`config.mk`:
```
export PLATFORM = sky130hd
export DESIGN_NAME = addsub_arbiter
export DESIGN_NICKNAME = d
export VERILOG_FILES = /design/src/rtl/addsub_arbiter_pkg.sv /design/src/rtl/addsub_arbiter_adder_subtractor_unit.sv /design/src/rtl/addsub_arbiter.sv
export SDC_FILE = /design/constraint.sdc
export NUM_CORES = 1
export LEC_CHECK = 0
export ABC_CLOCK_PERIOD_IN_PS = 5800
export CAP_MARGIN = 20
export CORE_MARGIN = 8
export CORE_UTILIZATION = 49
export DETAILED_ROUTE_END_ITERATION = 8
export PLACE_DENSITY = 0.83
export SLEW_MARGIN = 20
export SYNTH_ARGS = -nofsm -noshare
export SYNTH_HDL_FRONTEND = slang
export SYNTH_HIERARCHICAL = 1
export SYNTH_SLANG_ARGS = --single-unit
```
`constraint.sdc`:
```
create_clock -name clk -period 5.8 [get_ports clk]
set_clock_uncertainty 0.15 [all_clocks]
set_input_delay 1.16 -clock clk [delete_from_list [all_inputs] [get_ports clk]]
set_output_delay 1.16 -clock clk [all_outputs]
set_load 0.02 [all_outputs]
```
`src/rtl/addsub_arbiter_pkg.sv`:
```
// addsub_arbiter_pkg: shared FSM states, default width and round-robin grant helper
package addsub_arbiter_pkg;
  localparam int DEF_WIDTH = 4;
  typedef enum logic [1:0] {
    ST_IDLE = 2'd0,
    ST_EXEC = 2'd1,
    ST_DONE = 2'd2
  } state_t;
  function automatic logic rr_grant(input logic r0, input logic r1, input logic last);
    return (r0 && r1) ? ~last : r1;
  endfunction
endpackage

```
`src/rtl/addsub_arbiter_adder_subtractor_unit.sv`:
```
// adder_subtractor_unit: combinational A+B / A-B with carry-out and two's-complement overflow
module adder_subtractor_unit #(
  parameter int WIDTH = 4
) (
  input  logic [WIDTH-1:0] A,
  input  logic [WIDTH-1:0] B,
  input  logic             mode,
  output logic [WIDTH-1:0] S,
  output logic             Carry,
  output logic             V
);
  logic [WIDTH-1:0] bx;
  assign bx = mode ? ~B : B;
  assign {Carry, S} = {1'b0, A} + {1'b0, bx} + {{WIDTH{1'b0}}, mode};
  // same-sign operands producing an opposite-sign result is exactly carry-in(MSB) ^ carry-out
  assign V = (A[WIDTH-1] == bx[WIDTH-1]) && (S[WIDTH-1] != A[WIDTH-1]);
endmodule

```
`src/rtl/addsub_arbiter.sv`:
```
// addsub_arbiter: round-robin arbitration of two requesters onto one registered adder-subtractor
module addsub_arbiter
  import addsub_arbiter_pkg::*;
#(
  parameter int WIDTH = DEF_WIDTH
) (
  input  logic             clk,
  input  logic             reset,
  input  logic             req0,
  input  logic             req1,
  input  logic [WIDTH-1:0] a0,
  input  logic [WIDTH-1:0] b0,
  input  logic [WIDTH-1:0] a1,
  input  logic [WIDTH-1:0] b1,
  input  logic             sub0,
  input  logic             sub1,
  output logic             ack0,
  output logic             ack1,
  output logic [WIDTH-1:0] result,
  output logic             carry,
  output logic             ovf,
  output logic             valid,
  output logic             owner,
  output logic             busy
);
  state_t state, next;
  logic last, sel, grant, opsub, s_carry, s_ovf;
  logic [WIDTH-1:0] opa, opb, s_sum;
  always_comb begin
    next = state == ST_IDLE ? ((req0 || req1) ? ST_EXEC : ST_IDLE)
         : state == ST_EXEC ? ST_DONE : ST_IDLE;
    grant = rr_grant(req0, req1, last);
  end
  assign valid = state == ST_DONE;
  assign ack0 = valid && !owner;
  assign ack1 = valid && owner;
  assign busy = state != ST_IDLE;
  adder_subtractor_unit #(.WIDTH(WIDTH)) u_alu (
    .A(opa),
    .B(opb),
    .mode(opsub),
    .S(s_sum),
    .Carry(s_carry),
    .V(s_ovf)
  );
  // owner is published with the result so it holds the last served index until the next DONE
  always_ff @(posedge clk or posedge reset) begin
    if (reset) begin
      state <= ST_IDLE;
      last <= 1'b1;
      sel <= 1'b0;
      opa <= '0;
      opb <= '0;
      opsub <= 1'b0;
      result <= '0;
      carry <= 1'b0;
      ovf <= 1'b0;
      owner <= 1'b0;
    end else begin
      state <= next;
      if (state == ST_IDLE && (req0 || req1)) begin
        sel <= grant;
        opa <= grant ? a1 : a0;
        opb <= grant ? b1 : b0;
        opsub <= grant ? sub1 : sub0;
      end
      if (state == ST_EXEC) begin
        result <= s_sum;
        carry <= s_carry;
        ovf <= s_ovf;
        owner <= sel;
      end
      if (state == ST_DONE) last <= owner;
    end
  end
endmodule

```
==> results.sh <==
export IMPL_cts_root_buf="clkbuf_4"
export IMPL_drive_gt1_share_pct=30.1
export IMPL_drtIter0Drc=5
export IMPL_syn_area_per_cell_sq_um=14.0
export IMPL_grt_max_degree=21
export IMPL_num_nets_final=140
export IMPL_grt_usage_pct=11.0
export IMPL_grt_first_pass_wirelength_mm=3.64
export IMPL_critPathLaunchType="flip-flop"
export IMPL_htreeDepth=1
export IMPL_power_density_nw_per_um2=614
export IMPL_dieArea_sq_um=4040
export IMPL_ios=33
export IMPL_cp_arrival_ps=1720
export IMPL_post_cts_buffers=0
export IMPL_setup_tns_ps=0
export IMPL_cts_tree="done"
export IMPL_fill_cells=167
export IMPL_clk_latency_ps=300
export IMPL_start_util_pct=51.2
export IMPL_hold_viol=0
export IMPL_die_h_um=63.6
export IMPL_synth_edf_count=0
export IMPL_slew_viol_final=0
export IMPL_cts_buffers=3
export IMPL_rows=17
export IMPL_dpl_hpwl_mm=1.72
export IMPL_dp_cells=137
export IMPL_cts_sinks=20
export IMPL_status="finished, final reports clean"
export IMPL_rsz0062_at_grt="false"
export IMPL_vias_per_cell=4.87
export IMPL_path_max_fanout=4
export IMPL_peakVddDrop_uv=310
export IMPL_yosys_warnings=6
export IMPL_fin_crit_ps=3030
export IMPL_grt_overflow=0
export IMPL_clk_path_buf_depth=2
export IMPL_netlist_area_sq_um=1110
export IMPL_cts_hold_buf=0
export IMPL_hold_path_class="flip-flop to flip-flop"
export IMPL_synth_nets=105
export IMPL_gp_congestion=0.758
export IMPL_synth_async_reset_ratio_pct=100
export IMPL_critPathRequiredTime_ps=4490
export IMPL_vias=687
export IMPL_n_antenna_cell=0
export IMPL_cts_resized=0
export IMPL_ys_seq_area_share_pct=45.2
export IMPL_path_class="flip-flop to output pin"
export IMPL_fin_cells=141
export IMPL_yosysUniqueCellTypes=21
export IMPL_post_route_period_util_pct=52.2
export IMPL_synth_flop_cell="dfrtp_1"
export IMPL_setup_viol=0
export IMPL_antenna_found_initial=0
export IMPL_grt_pass1_vias=778
export IMPL_synth_cells=79
export IMPL_drt_wirelength_per_cell_um=14.6
export IMPL_clkTransAtPathRegs_ps=100
export IMPL_ys_ff_latch=20
export IMPL_postRouteAntennaNets=0
export IMPL_worst_pin_slew_ps=766
export IMPL_area_growth_pct=33.3
export IMPL_slew_headroom_pct=48.9
export IMPL_drt_pass1_iter_count=2
export IMPL_max_freq_mhz=330
export IMPL_die_width_um=63.6
export IMPL_finalHoldWorstSlack_ps=354
export IMPL_port_buffers=32
export IMPL_wl_mm=2.05
export IMPL_drc_errors=0
export IMPL_post_route_util_pct=68.2
export IMPL_crit_path_end_kind="output pin"
export IMPL_max_cap_violations=0
export IMPL_core_area_sq_um=2170
export IMPL_power_leakage_nw=0.676
kinds of logic after synthesis:
family                     count (synthesis)  synth area share, %
AOI/OAI and AO/OA                          7                 6.09
muxes                                     28                 32.1
DFF                                       20                 45.2
xor gates and xnor gates                   6                 4.74
and+or+nand+nor                            7                 3.50
buffers and inverters                      7                 3.16
adders and majority gates                  4                 5.19
sequential cells by signal, summed over array words and instances (netlist names):
| name | flops |
|---|---|
| opb | 4 |
| ovf | 1 |
| last | 1 |
| state | 2 |
| carry | 1 |
| sel | 1 |
| result | 4 |
| owner | 1 |
| opsub | 1 |
| opa | 4 |
per-stage QoR:
stage | setup slack (ps) | total power, W | instance area [sq um]
after detailed placement | 2810 | 0.000852 | 1450
after floorplan | 3310 | 0.000697 | 1110
final | 2770 | 0.000907 | 1480
after CTS | 2740 | 0.000921 | 1480
after global routing | 2610 | 0.000976 | 1480
after global placement | 2850 | 0.000830 | 1450
Yosys cell counts, types with 2 or more instances:
master,n,share of area [%]
inv_1,4,1.4
nor2_1,2,0.68
a21o_1,3,2.0
mux2_2,17,17
xor2_1,5,3.9
nor2b_1,3,1.7
dfrtp_1,19,43
ha_1,3,3.4
mux2_4,11,15
critical path, stage by stage (launching register included):
cell and delay (ps):
dfrtp_1 400, nor2b_1 230, nor2b_1 190, clkdlybuf4s50_1 620
worst paths after layout:
kind / startpoint / to / slack, ps / depth (start not counted)
min: sel$_DFFE_PP0P_ / sel$_DFFE_PP0P_ / 350 / 1
max reg2reg: opsub$_DFFE_PP0P_ / ovf$_DFFE_PP0N_ / 3550 / 6
max in group asynchronous: reset / owner$_DFFE_PP0N_ / 3880 / 2
max: state[0]$_DFF_PP0_ / ack0 / 2770 / 3
min in group asynchronous: reset / carry$_DFFE_PP0N_ / 1130 / 2
min reg2reg: sel$_DFFE_PP0P_ / sel$_DFFE_PP0P_ / 350 / 1
area by class of cell:
cell class                 instances  area, sq um  share of cell area, %
timing repair buffer              33          328                   22.2
clock buffer                       4         26.3                   1.78
sequential                        20          502                   33.9
multi-input combinational         52          573                   38.7
tap                               28         35.0                   2.37
inverter                           4         15.0                   1.02
where the power goes:
group | switching, W | total, W | leakage, nW | internal (W)
Sequential | 0.0000536 | 0.000269 | 0.237 | 0.000216
Clock | 0.0000410 | 0.0000677 | 0.0150 | 0.0000267
Combinational | 0.000246 | 0.000570 | 0.424 | 0.000324
layer usage:
| layer | global-route usage, % | up-vias | share of wire, % | wire length, um |
|---|---|---|---|---|
| met3 | 4.95 | 4 | 7.4 | 152 |
| met2 | 19.3 | 22 | 52 | 1070 |
| met4 | 4.18 | 0 | 1.1 | 23 |
| met1 | 11.2 | 320 | 39 | 806 |
| li1 | - | 341 | - | - |
| met5 | 0 | - | 0 | 0 |
cells in the final DEF (no fill, tap or decap), drive strengths merged:
cell	count
clkdlybuf4s50	32
mux2	28
dfrtp	19
xor2	5
inv	4
clkbuf	4
nor2b	3
a21o	3
ha	3
nor2	2
o21ai	1
a21bo	1
nand2b	1
and2	1
o2bb2ai	1
dfstp	1
buf	1
a31oi	1
xnor2	1
fa	1
Power figures use the tool's default switching activity.
